[config.mk]
export PLATFORM = sky130hd
export DESIGN_NAME = mod_updown_counter_flat
export DESIGN_NICKNAME = d
export VERILOG_FILES = /design/src/rtl/mod_updown_counter_if.sv /design/src/rtl/mod_updown_counter.sv /design/src/flat_wrapper.sv
export SDC_FILE = /design/constraint.sdc
export NUM_CORES = 1
export LEC_CHECK = 0
export CAP_MARGIN = 20
export CORE_AREA = 8 8 45 47
export CTS_CLUSTER_DIAMETER = 30
export DETAILED_ROUTE_END_ITERATION = 8
export DIE_AREA = 0 0 53 55
export DONT_BUFFER_PORTS = 1
export GPL_TIMING_DRIVEN = 0
export PLACE_DENSITY = 0.39
export SLEW_MARGIN = 20
export SYNTH_ARGS = -nofsm -noshare
export SYNTH_HDL_FRONTEND = slang
export SYNTH_SLANG_ARGS = --single-unit
[constraint.sdc]
create_clock -name clk -period 2 [get_ports clk]
set_clock_uncertainty 0.05 [all_clocks]
set_input_delay 0.2 -clock clk [delete_from_list [all_inputs] [get_ports clk]]
set_output_delay 0.2 -clock clk [all_outputs]
set_load 0.005 [all_outputs]
[src/rtl/mod_updown_counter_if.sv]
// Control/status bundle for mod_updown_counter: the controller (master) drives
// the enable, direction and load signals; the counter (slave) returns the count and strobes.
interface mod_updown_counter_if #(
  parameter int WIDTH = 3
);
  logic             en;
  logic             up;
  logic             load;
  logic [WIDTH-1:0] load_val;
  logic [WIDTH-1:0] Q;
  logic             tick;
  logic             tc;

  modport master (
    output en, up, load, load_val,
    input  Q, tick, tc
  );

  modport slave (
    input  en, up, load, load_val,
    output Q, tick, tc
  );
endinterface

[src/rtl/mod_updown_counter.sv]
// Up/down modulo-MODULUS counter with a DIV-cycle prescaler, clamped parallel load and terminal-count pulse.
// Define COUNTER_SAT_EN to make the counter saturate at the range ends instead of wrapping.
module mod_updown_counter #(
  parameter int WIDTH   = 3,
  parameter int MODULUS = 8,
  parameter int DIV     = 1
) (
  input logic clk,
  input logic RSTN,
  mod_updown_counter_if.slave bus
);

  localparam int                PW      = (DIV > 1) ? $clog2(DIV) : 1;
  localparam logic [PW-1:0]     PS_LAST = PW'(DIV - 1);
  localparam logic [WIDTH-1:0]  Q_MAX   = WIDTH'(MODULUS - 1);
  localparam logic [WIDTH:0]    MOD_EXT = (WIDTH + 1)'(MODULUS);

  logic [PW-1:0]    ps_p0;
  logic [WIDTH-1:0] q_p0;
  logic             tc_p0;
  logic             tick_c;

  function automatic logic [WIDTH-1:0] clamp_load(input logic [WIDTH-1:0] v);
    return ({1'b0, v} >= MOD_EXT) ? Q_MAX : v;
  endfunction

  function automatic logic at_bound(input logic [WIDTH-1:0] q, input logic dir);
    return dir ? (q == Q_MAX) : (q == '0);
  endfunction

  // A boundary step either wraps or is blocked; tc fires in both cases.
  function automatic logic [WIDTH-1:0] step(input logic [WIDTH-1:0] q, input logic dir);
    if (at_bound(q, dir)) begin
`ifdef COUNTER_SAT_EN
      return q;
`else
      return dir ? '0 : Q_MAX;
`endif
    end
    return dir ? q + 1'b1 : q - 1'b1;
  endfunction

  function automatic logic [PW-1:0] ps_next(input logic [PW-1:0] ps);
    return (ps == PS_LAST) ? '0 : ps + 1'b1;
  endfunction

  assign tick_c = bus.en & (ps_p0 == PS_LAST) & ~bus.load;

  // Stage p0: prescaler phase, count and terminal-count register
  always_ff @(posedge clk or negedge RSTN) begin
    if (!RSTN) begin
      ps_p0 <= '0;
      q_p0  <= '0;
      tc_p0 <= 1'b0;
    end else if (bus.load) begin
      ps_p0 <= '0;
      q_p0  <= clamp_load(bus.load_val);
      tc_p0 <= 1'b0;
    end else if (bus.en) begin
      ps_p0 <= ps_next(ps_p0);
      if (tick_c) begin
        q_p0  <= step(q_p0, bus.up);
        tc_p0 <= at_bound(q_p0, bus.up);
      end else begin
        tc_p0 <= 1'b0;
      end
    end else begin
      tc_p0 <= 1'b0;
    end
  end

  assign bus.Q    = q_p0;
  assign bus.tc   = tc_p0;
  assign bus.tick = tick_c;

endmodule

[src/flat_wrapper.sv]
// flat-port wrapper written by rule: the top's interface ports become plain ports
module mod_updown_counter_flat 
#(
  parameter int WIDTH   = 3,
  parameter int MODULUS = 8,
  parameter int DIV     = 1
)
  (clk, RSTN, bus_en, bus_up, bus_load, bus_load_val, bus_Q, bus_tick, bus_tc);
  mod_updown_counter_if #(.WIDTH(WIDTH)) bus_i ();
  input logic clk;
  input logic RSTN;
  input wire logic [$bits(bus_i.en)-1:0] bus_en;
  input wire logic [$bits(bus_i.up)-1:0] bus_up;
  input wire logic [$bits(bus_i.load)-1:0] bus_load;
  input wire logic [$bits(bus_i.load_val)-1:0] bus_load_val;
  output wire logic [$bits(bus_i.Q)-1:0] bus_Q;
  output wire logic [$bits(bus_i.tick)-1:0] bus_tick;
  output wire logic [$bits(bus_i.tc)-1:0] bus_tc;
  assign bus_i.en = bus_en;
  assign bus_i.up = bus_up;
  assign bus_i.load = bus_load;
  assign bus_i.load_val = bus_load_val;
  assign bus_Q = bus_i.Q;
  assign bus_tick = bus_i.tick;
  assign bus_tc = bus_i.tc;
  mod_updown_counter #(.WIDTH(WIDTH), .MODULUS(MODULUS), .DIV(DIV)) u_core (.clk(clk), .RSTN(RSTN), .bus(bus_i));
endmodule
==> Yosys cells after proc, flatten, opt, wreduce, memory -nomap -nowiden <==
Index checks and enable logic that the tools add are counted.
W data, S select, Z words.
{ "word_totals": {"regBits": 5, "inputBits": 8, "out_inout_bits": 5, "wordCells": 33} }
{ "op_classes": {"n_addsub": 3, "n_eq_ne": 1, "mux": 18, "n_bitwise": 4, "n_reduce_logical": 4} }
{ "ops": {"columns": ["operator", "count"], "rows": [
  ["$mux W3", 7],
  ["$mux W1", 11],
  ["$reduce_bool A2 Y1", 2],
  ["$add A3 B1 Y3 const B", 1],
  ["$eq A3 B3 Y1 const B", 1],
  ["$logic_not A3 Y1", 1],
  ["$sub A3 B1 Y3 const B", 1],
  ["$and A1 B1 Y1", 2],
  ["$not A1 Y1", 2],
  ["$reduce_and A2 Y1", 1],
  ["$add A1 B1 Y1 const B", 1]
]} }

==> Logic depth before layout (Yosys ltp) <==
{ "logic_depth": {"word_depth": 10, "ltp_mapped": 6, "depth_no_buf": 6} }

==> Worst setup path after synthesis <==
No wires, ideal clock.
{ "synth_path": {"path_kind": "flip-flop to flip-flop", "from": "register u_core.q_p0[0], in the netlist u_core.bus.Q[0]", "to": "register u_core.q_p0[2], in the netlist u_core.bus.Q[2]", "arrival_ps": 1288, "setup_slack_ps": 534, "path_stages_with_launch": 6, "n_path_buf": 0, "cell_sequence": "dfrtp_1 fa_1 inv_1 a21oi_1 a22oi_1 o21ai_1"} }
{ "synth_between": {"elab_chain_cells": 10} }
{ "synth_rtl": {"columns": ["item", "line_no", "source"], "rows": [
  ["from (decl)", "mod_updown_counter.sv:19", "logic [WIDTH-1:0] q_p0;"],
  ["from (signal assigned)", "mod_updown_counter.sv:57", "q_p0 <= clamp_load(bus.load_val);"],
  ["from (signal assigned)", "mod_updown_counter.sv:62", "q_p0 <= step(q_p0, bus.up);"],
  ["$eq A3 B3 Y1 / $logic_not A3 Y1 (equally long branches)", "mod_updown_counter.sv:28", "return dir ? (q == Q_MAX) : (q == '0);"],
  ["$mux W1", "mod_updown_counter.sv:28", null],
  ["$mux W1", "mod_updown_counter.sv:33", "if (at_bound(q, dir)) begin"],
  ["$mux W1", "mod_updown_counter.sv:61", "if (tick_c) begin"],
  ["$mux W1", "mod_updown_counter.sv:59", "end else if (bus.en) begin"],
  ["$mux W1", "mod_updown_counter.sv:55", "end else if (bus.load) begin"],
  ["$mux W3 *", "mod_updown_counter.sv:40", "return dir ? q + 1'b1 : q - 1'b1;"],
  ["$mux W3 *", "mod_updown_counter.sv:61", null],
  ["$mux W3 *", "mod_updown_counter.sv:59", null],
  ["$mux W3 *", "mod_updown_counter.sv:55", null]
]} }
Mark *: on every way between the ends. The rest lies on a longest branch, timed or not. The select of a mux whose other input is x is not followed.
A chain may end at the register's enable or synchronous reset.

==> Worst setup path after layout <==
Ends and elaborated chain as after synthesis.

==> impl_metrics.tcl <==
set metrics [dict create \
    status "finished clean" \
    yosysTopAreaCellShare_pct 38.1 \
    synth_cells 28 \
    clk_pin_slew_ps 40 \
    synth_nets 37 \
    drc_errors 0 \
    holdCritStartpoint "bus_load" \
    synth.most_common_cell "dfrtp_1" \
    ctsLongestPathBuffers 2 \
    drive_gt1_share_pct 15.6 \
    rrSetupSlack_ps 420 \
    num_vias 226 \
    ys_seq_elements 4 \
    ys.flop_type "dfrtp_1" \
    rr_startpoint "u_core.bus.Q[0]" \
    syn_area_per_cell_um2 9.38 \
    clk_latency_ps 230 \
    htreeDepth 1 \
    switching_power_w 0.0000765 \
    pwr-share-comb_pct 19.3 \
    die-height_um 55 \
    yosys.area.top_type "dfrtp_1" \
    fillers 153 \
    dpl_cell_area_um2 283 \
    synth_common_cells "4 x dfrtp_1, 3 x a21oi_1, 3 x nand2_1" \
    drt_pass1_iterations 4 \
    pwr-share-seq_pct 42.1 \
    finalNetCount 43 \
    syn2layout_area_growth_pct 20.0 \
    hold_viol 0 \
    max_cap_violations 0 \
    dieArea_um2 2920 \
    worstPathRequired_ps 2060 \
    synth_cell_type_count 19 \
    ir_worst_vdd_mv 0.194 \
    switching_share_pct 29.5 \
    gp_congestion 0.786 \
    tightest_slew_ps 279 \
    arrival_ps 1640 \
    setup_slack_ps 416 \
    ant_nets 0 \
    antenna_found_initial 0 \
    cts_root_buffer "clkbuf_4" \
    cts_tree "yes" \
    critPathLaunchType "flop" \
    syn-cell-area_um2 263 \
    grt_max_degree 8 \
    die_x_um 53 \
    rr_worst_depth 5 \
    fin_crit_sh_pct 79.2 \
    finalPower_w 0.000259 \
    hold_buffers 1 \
    finalMaxSlewViolations 0 \
    pwr-share-clk_pct 38.6 \
    multi_input_area_um2 155 \
    yosysSeqAreaShare_pct 38.1 \
    holdPathStages 1 \
    criticalPathCategory "flop to flop" \
    yosysWarnings 0 \
    cts_buffers 3 \
    p_per_area_nw_per_um2 823 \
    fin_area_um2 315 \
    drt_iter0_markers 2 \
    portBuffers 0 \
    p_leak_nw 0.128 \
    regArea_um2 100 \
    tns_ps 0 \
    async_flop_share_pct 100 \
    coreArea_um2 1380 \
    wl_per_cell_um 13.8 \
    pre_cts_ws_ps 402 \
    ys_top_cells_by_area "dfrtp_1 38%, fa_1 7.6%, a21oi_1 5.7%, a31oi_2 4.8%, nand2_1 4.3%" \
    start_util_pct 19.0 \
    synth_edf_count 0 \
    vias_per_cell 4.71 \
    grt_pass1_wl_um 1030 \
    fin_crit_ps 1580 \
    numClockSinks 4 \
    totalWireLength_um 664 \
    end_kind "flop" \
    cpMaxStageDelayCell "fa_1" \
    place_hpwl_um 547 \
    grt_overflow 0 \
    setup_viol 0 \
    cp_top_family "adder cells" \
    timing.fmax_ghz 0.631 \
    rsz0062_at_grt "no" \
    holdPathEnd "u_core.bus.Q[0]" \
    diodes 0 \
    std_cell_rows 14 \
    cts_setup_buffers 0 \
    p_int_w 0.000183 \
    crit_buf_inv 1 \
    postCtsResizedCells 0 \
    cp_slowest_stage_delay_ps 520 \
    maxSlewHeadroom_pct 81.4 \
    r2r-end "u_core.bus.Q[2]" \
    hold_path.class "input port to flop" \
    grt_pass1_vias 239 \
    pin_count 13 \
    grt_usage_pct 5.21 \
    path_cells "fa_1, inv_1, a21oi_1, a22oi_1, o21ai_1" \
    crit_fanout 6 \
]
[worst reg2reg max path, cell delays in order (launching register included)]
cell     delay [ps]
dfrtp_1         470
fa_1            520
inv_1            80
a21oi_1          60
a22oi_1         210
o21ai_1          80
[sequential cells by signal (all words and copies together), names as in the netlist]
signal / flops
u_core.bus.tc: 1
u_core.bus.Q: 3
[per-layer routing]
| layer | share of wire, % | track usage, % | wire (um) |
|---|---|---|---|
| met2 | 49 | 6.84 | 327 |
| met1 | 34 | 5.08 | 226 |
| met3 | 14 | 2.41 | 96 |
| met4 | 2.1 | 7.76 | 14 |
| met5 | 0 | 0 | 0 |
[layout make-up]
class                      instances  share of cell area (%)
tap                               16                    6.35
sequential                         4                    31.7
inverter                           2                    2.38
timing repair buffer               1                    3.17
multi-input combinational         22                    49.2
clock buffer                       3                    7.14
[placed cells by master (no fill, tap or decap), types with 2 or more instances in the layout]
cell type  n
a21oi_1    3
clkbuf_4   3
dfrtp_1    4
inv_1      2
nand2_1    3
nor2_1     2
[how the worst max path moves through the flow]
stage                    startpoint  slack [ps]         endpoint  depth (start not counted)
floorplan           u_core.bus.Q[0]         530  u_core.bus.Q[2]                          5
global placement    u_core.bus.Q[0]         440  u_core.bus.Q[2]                          5
detailed placement  u_core.bus.Q[0]         400  u_core.bus.Q[2]                          5
CTS                 u_core.bus.Q[0]         400  u_core.bus.Q[2]                          5
global route        u_core.bus.Q[0]         310  u_core.bus.Q[2]                          5
finish              u_core.bus.Q[0]         420  u_core.bus.Q[2]                          5
[power by group through the flow]
stage / clock network, W / registers, W / logic [W]
finish: 0.000100 / 0.000109 / 0.0000501
global route: 0.000117 / 0.000113 / 0.0000572
CTS: 0.000105 / 0.000110 / 0.0000512
detailed placement: 0 / 0.000111 / 0.0000482
global placement: 0 / 0.000110 / 0.0000457
floorplan: 0 / 0.000105 / 0.0000414
[logic make-up (layout without fill, tap and decap cells)]
kind of cell / after synthesis / in the layout / share of synthesized area [%]
AND/OR/NAND/NOR: 10 / 10 / 21.4
XOR/XNOR: 2 / 2 / 6.67
AO/OA/AOI/OAI: 9 / 9 / 23.3
buffers and inverters: 2 / 6 / 2.86
adder cells (fa/ha/maj): 1 / 1 / 7.62
flip-flops: 4 / 4 / 38.1
[per-stage QoR]
stage	hold WS (ps)	util, %	std cells
floorplan	-146	-	28
global placement	-145	20.4	44
detailed placement	-145	20.4	44
CTS	51.8	22.8	48
global route	44.6	22.8	48
finish	52.8	22.8	48
(Power assumes the default switching activity.)
